File: src/rtl/vector_deserializer_pkg.sv
// Shared vector definitions: component width default, vector width derivation,
// slot indices and the collection state encoding.
package vector_deserializer_pkg;

    localparam int unsigned DEF_COMP_W = 32;
    localparam int unsigned NUM_SLOTS  = 3;

    localparam int unsigned SLOT_X = 0;
    localparam int unsigned SLOT_Y = 1;
    localparam int unsigned SLOT_Z = 2;

    typedef enum logic [1:0] {
        COLLECT_X = 2'd0,
        COLLECT_Y = 2'd1,
        COLLECT_Z = 2'd2
    } state_t;

    // Packed vector width is always derived from the component width.
    function automatic int unsigned vec_width(input int unsigned comp_w);
        return NUM_SLOTS * comp_w;
    endfunction

endpackage

File: src/rtl/vector_deserializer_if.sv
// Component-word input stream and packed-vector output stream of the deserializer.
interface vector_deserializer_if
    import vector_deserializer_pkg::*;
#(
    parameter int unsigned COMP_W = DEF_COMP_W
);
    localparam int unsigned VEC_W = vec_width(COMP_W);

    logic              in_valid;
    logic              in_ready;
    logic [COMP_W-1:0] in_data;
    logic              in_last;
    logic              in_neg;
    logic              out_valid;
    logic              out_ready;
    logic [VEC_W-1:0]  out_vec;
    logic              err;

    modport master (
        output in_valid, in_data, in_last, in_neg, out_ready,
        input  in_ready, out_valid, out_vec, err
    );

    modport slave (
        input  in_valid, in_data, in_last, in_neg, out_ready,
        output in_ready, out_valid, out_vec, err
    );

endinterface

File: src/rtl/vector_deserializer_comp_negate.sv
// Combinational two's-complement negate of one component; the most negative
// value wraps to itself.
module comp_negate #(
    parameter int unsigned COMP_W = 32
) (
    input  logic              en,
    input  logic [COMP_W-1:0] data,
    output logic [COMP_W-1:0] neg_c
);

    assign neg_c = en ? (~data) + COMP_W'(1) : data;

endmodule

File: src/rtl/vector_deserializer.sv
// Collects x, y, z component words into one packed vector, with optional
// negation requested on the x word and framing-error reporting.
module vector_deserializer
    import vector_deserializer_pkg::*;
#(
    parameter int unsigned COMP_W = DEF_COMP_W
) (
    input  logic                  clk,
    input  logic                  rst,
    vector_deserializer_if.slave  bus
);

    localparam int unsigned VEC_W = vec_width(COMP_W);

    state_t            state;
    logic [COMP_W-1:0] stage_x;
    logic [COMP_W-1:0] stage_y;
    logic              neg_q;
    logic              out_valid_q;
    logic [VEC_W-1:0]  out_vec_q;
    logic              err_q;

    logic [COMP_W-1:0] neg_x;
    logic [COMP_W-1:0] neg_y;
    logic [COMP_W-1:0] neg_z;
    logic              accept;

    // z may only be taken when the output slot is free or draining this cycle.
    assign bus.in_ready = (state != COLLECT_Z) || !out_valid_q || bus.out_ready;
    assign accept       = bus.in_valid && bus.in_ready;

    assign bus.out_valid = out_valid_q;
    assign bus.out_vec   = out_vec_q;
    assign bus.err       = err_q;

    comp_negate #(.COMP_W(COMP_W)) u_neg_x (.en(neg_q), .data(stage_x),     .neg_c(neg_x));
    comp_negate #(.COMP_W(COMP_W)) u_neg_y (.en(neg_q), .data(stage_y),     .neg_c(neg_y));
    comp_negate #(.COMP_W(COMP_W)) u_neg_z (.en(neg_q), .data(bus.in_data), .neg_c(neg_z));

    always_ff @(posedge clk or posedge rst) begin
        if (rst) begin
            state       <= COLLECT_X;
            stage_x     <= '0;
            stage_y     <= '0;
            neg_q       <= 1'b0;
            out_valid_q <= 1'b0;
            out_vec_q   <= '0;
            err_q       <= 1'b0;
        end else begin
            err_q <= 1'b0;
            if (out_valid_q && bus.out_ready) begin
                out_valid_q <= 1'b0;
            end
            if (accept) begin
                unique case (state)
                    COLLECT_X: begin
                        if (bus.in_last) begin
                            // Early last: drop the partial vector and restart.
                            err_q   <= 1'b1;
                            stage_x <= '0;
                            stage_y <= '0;
                            neg_q   <= 1'b0;
                            state   <= COLLECT_X;
                        end else begin
                            stage_x <= bus.in_data;
                            neg_q   <= bus.in_neg;
                            state   <= COLLECT_Y;
                        end
                    end
                    COLLECT_Y: begin
                        if (bus.in_last) begin
                            err_q   <= 1'b1;
                            stage_x <= '0;
                            stage_y <= '0;
                            neg_q   <= 1'b0;
                            state   <= COLLECT_X;
                        end else begin
                            stage_y <= bus.in_data;
                            state   <= COLLECT_Z;
                        end
                    end
                    COLLECT_Z: begin
                        // Third word always completes the vector; a missing last only flags.
                        out_vec_q[SLOT_X*COMP_W +: COMP_W] <= neg_x;
                        out_vec_q[SLOT_Y*COMP_W +: COMP_W] <= neg_y;
                        out_vec_q[SLOT_Z*COMP_W +: COMP_W] <= neg_z;
                        out_valid_q <= 1'b1;
                        err_q       <= !bus.in_last;
                        state       <= COLLECT_X;
                    end
                    default: begin
                        state <= COLLECT_X;
                    end
                endcase
            end
        end
    end

endmodule

File: src/flat_wrapper.sv
// flat-port wrapper written by rule: the top's interface ports become plain ports
module vector_deserializer_flat import vector_deserializer_pkg::*;
#(
    parameter int unsigned COMP_W = DEF_COMP_W
)
  (clk, rst, bus_in_valid, bus_in_data, bus_in_last, bus_in_neg, bus_out_ready, bus_in_ready, bus_out_valid, bus_out_vec, bus_err);
  vector_deserializer_if #(.COMP_W(COMP_W)) bus_i ();
  input  logic clk;
  input  logic rst;
  input wire logic [$bits(bus_i.in_valid)-1:0] bus_in_valid;
  input wire logic [$bits(bus_i.in_data)-1:0] bus_in_data;
  input wire logic [$bits(bus_i.in_last)-1:0] bus_in_last;
  input wire logic [$bits(bus_i.in_neg)-1:0] bus_in_neg;
  input wire logic [$bits(bus_i.out_ready)-1:0] bus_out_ready;
  output wire logic [$bits(bus_i.in_ready)-1:0] bus_in_ready;
  output wire logic [$bits(bus_i.out_valid)-1:0] bus_out_valid;
  output wire logic [$bits(bus_i.out_vec)-1:0] bus_out_vec;
  output wire logic [$bits(bus_i.err)-1:0] bus_err;
  assign bus_i.in_valid = bus_in_valid;
  assign bus_i.in_data = bus_in_data;
  assign bus_i.in_last = bus_in_last;
  assign bus_i.in_neg = bus_in_neg;
  assign bus_i.out_ready = bus_out_ready;
  assign bus_in_ready = bus_i.in_ready;
  assign bus_out_valid = bus_i.out_valid;
  assign bus_out_vec = bus_i.out_vec;
  assign bus_err = bus_i.err;
  vector_deserializer #(.COMP_W(COMP_W)) u_core (.clk(clk), .rst(rst), .bus(bus_i));
endmodule
File: config.mk
export PLATFORM = sky130hd
export DESIGN_NAME = vector_deserializer_flat
export DESIGN_NICKNAME = d
export VERILOG_FILES = /design/src/rtl/vector_deserializer_pkg.sv /design/src/rtl/vector_deserializer_if.sv /design/src/rtl/vector_deserializer_comp_negate.sv /design/src/rtl/vector_deserializer.sv /design/src/flat_wrapper.sv
export SDC_FILE = /design/constraint.sdc
export NUM_CORES = 1
export LEC_CHECK = 0
export CAP_MARGIN = 40
export CORE_MARGIN = 5
export CORE_UTILIZATION = 45
export CTS_CLUSTER_SIZE = 25
export DETAILED_ROUTE_END_ITERATION = 7
export PLACE_DENSITY = 0.69
export SLEW_MARGIN = 10
export SYNTH_ARGS = -nofsm -noshare
export SYNTH_HDL_FRONTEND = slang
export SYNTH_SLANG_ARGS = --single-unit
File: constraint.sdc
create_clock -name clk -period 8.9 [get_ports clk]
set_input_delay 1.78 -clock clk [delete_from_list [all_inputs] [get_ports clk]]
set_output_delay 1.78 -clock clk [all_outputs]
set_load 0.005 [all_outputs]
==> metrics.yaml <==
place:
  dp_hpwl_mm: 14.53
  portBuffers: 136
  gp_congestion: 0.9037
  placed_cells: 1160
synthesis:
  synth_area_mm2: 0.008085
  synth_ff_type: "dfrtp_1"
  yosys-top-cells-count: "nand2_1 (176), dfrtp_1 (165), o21ai_0 (135)"
  synth_area_leader_cell: "dfrtp_1"
  synth_edf_count: 0
  ys_types: 41
  ys_seq_elements: 165
  synth.most_common_cell: "nand2_1"
  synth_seq_area_share: 0.5107
  async_reset_ff_frac: 1.000
  synth_area_leaders: "dfrtp_1 (51%), xor2_1 (9.0%), o21ai_0 (8.4%)"
  synth_top_area_share: 0.5107
  syn_inst: 839
  synth_nets: 880
  yosys_warnings: 0
  syn_area_per_cell_um2: 9.637
global_route:
  grt_pass1_vias: 6201
  grt_antenna_before_repair: 0
  grt_pass1_wl_mm: 33.44
  gr-total-overflow: 0
  track_usage: 0.2032
  grt_max_degree: 99
finish:
  area_delta_synth_final_pct: 26.80
  fillers: 1562
  drive_above_1_share: 0.05821
  n_antenna_cell: 0
  fin_cells: 1191
  fin_nets: 991
routing:
  drc: 0
  drt_iter0_drc: 496
  first_pass_iters: 5
  wl_per_cell_um: 17.28
  highest_layer: "met4"
  dr_wl_met3_mm: 1.432
  antenna_left: 0
  wl_met1_mm: 9.697
  dr_total_vias: 6545
  viasPerCell: 5.495
  routed_wl_mm: 20.59
  route.met2.wl_mm: 9.268
floorplanning:
  core_area_mm2: 0.01784
  die_w_um: 144.0
  io_pins: 137
  die_area_mm2: 0.02075
  dieHeight_um: 144.0
  initial_core_util: 0.4532
  rows: 49
setup_path:
  cp.required_ns: 7.12
  worst-path-buf-inv: 2
  cp_cell_sequence: "clkdlybuf4s50_1 > nand2b_1 > nand2b_1 > clkdlybuf4s50_1"
  max_stage_delay_ns: 0.51
  cp_max_fo: 3
  worst_path_max_delay_cell: "clkdlybuf4s50_1"
  path_delay_family: "buffers and inverters"
  critPathCaptureType: "output port"
  worstPathArrival_ns: 3.08
  critPathLaunchType: "input port"
  crit_type: "input port to output port"
clocking:
  clockRootBuffer: "clkbuf_16"
  cts_buffers: 17
  cts_tree: "done"
  insertion_delay_ns: 0.42
  hold_buffers: 0
  clkTransAtPathRegs_ns: 0.06
  cts_resized: 0
  clkSinkCount: 165
  cts_buffer_depth: 2
  h-tree-depth: 4
  post_cts_buffers: 0
run:
  maxCapViolCount: 0
timing:
  slew_viol_final: 0
  finalSetupViolCount: 0
  min_period_ns: 4.858
  maxSlewHeadroom: 0.3942
  fin_crit_sh: 0.5458
  tightest_slew_ns: 0.9087
  rsz0062_at_grt: "no"
  fin_skew_ns: 0.005531
  clock.fmax_ghz: 0.2059
  finalHoldViolCount: 0
  final.setup.tns_ns: 0
power:
  powerDensity_mw_per_mm2: 277.1
  p_leak_nw: 4.357
  vdd_drop_max_uv: 139.1
  total_power_mw: 2.841
hold_path:
  holdCritPathClass: "flop to flop"
status:
  status: "completed"
[state kept, by name, indices dropped and copies added (netlist names)]
signal                flops
u_core.stage_x           32
u_core.bus.err            1
u_core.state              2
u_core.stage_y           32
u_core.neg_q              1
u_core.bus.out_vec       96
u_core.bus.out_valid      1
[worst paths after layout]
path / startpoint / end / slack [ns] / depth (start not counted)
setup / recovery: bus_out_ready / bus_in_ready / 4.04 / 4
hold / removal: u_core.bus.out_vec[4] / u_core.bus.out_vec[4] / 0.47 / 2
setup reg to reg: u_core.stage_y[0] / u_core.bus.out_vec[56] / 6.10 / 7
hold reg to reg: u_core.bus.out_vec[4] / u_core.bus.out_vec[4] / 0.47 / 2
max in group asynchronous: rst / u_core.bus.out_vec[61] / 5.72 / 4
min in group asynchronous: rst / u_core.bus.out_vec[6] / 1.71 / 2
[cells by family after synthesis]
| group | after synthesis | synth area share |
|---|---|---|
| adder cells (fa/ha/maj) | 3 | 0.004643 |
| multiplexers | 7 | 0.008666 |
| buffers and inverters | 65 | 0.03126 |
| flip-flops | 165 | 0.5107 |
| XOR/XNOR | 88 | 0.09533 |
| AO/OA/AOI/OAI | 247 | 0.2002 |
| AND/OR/NAND/NOR | 264 | 0.1492 |
[routing by layer]
layer | GRT usage | vias to the layer above
met3 | 0.05060 | 18
met4 | 0.04410 | 0
met5 | 0 | -
li1 | - | 3186
met2 | 0.3131 | 216
met1 | 0.2929 | 3125
[area by class of cell]
cell class,instances,area (um2),area share
Timing Repair Buffer,145,1476,0.1440
Sequential cell,165,4130,0.4029
Inverter,12,50.05,0.004882
Multi-Input combinational cell,609,3719,0.3627
Tap cell,229,286.5,0.02795
Clock buffer,21,460.4,0.04491
Clock inverter,10,130.1,0.01269
[stage by stage]
step	setup WS [ns]	hold slack [ns]	util	cell area, um2
floorplan	2.658	0.4692	-	8085
global placement	4.061	0.4602	0.5376	9592
detailed placement	4.050	0.4698	0.5416	9662
CTS	4.038	0.4836	0.5747	10250
global route	3.969	0.5014	0.5747	10250
finish	4.042	0.4746	0.5747	10250
[tightest hold or removal path: stages (launching register included)]
cell	delay [ns]
dfrtp_1	0.34
nand2_1	0.04
o21ai_0	0.06
[report_power, final]
part | total [mW] | internal [mW] | switching, mW
combinational | 0.964 | 0.521 | 0.443
sequential | 1.13 | 0.969 | 0.162
clock | 0.746 | 0.452 | 0.294
[layout by cell type, fill, tap and decap left out, types with 8 or more instances in the layout]
master / instances
a22o_1: 32
clkbuf_16: 17
clkdlybuf4s50_1: 136
dfrtp_1: 164
inv_1: 10
nand2_1: 176
nand2b_1: 8
nor2_1: 10
nor3_1: 12
nor4_1: 11
o21ai_0: 135
o21ai_1: 13
o31ai_1: 30
o41ai_1: 20
or3_1: 10
xor2_1: 83
(Power assumes the default switching activity.)
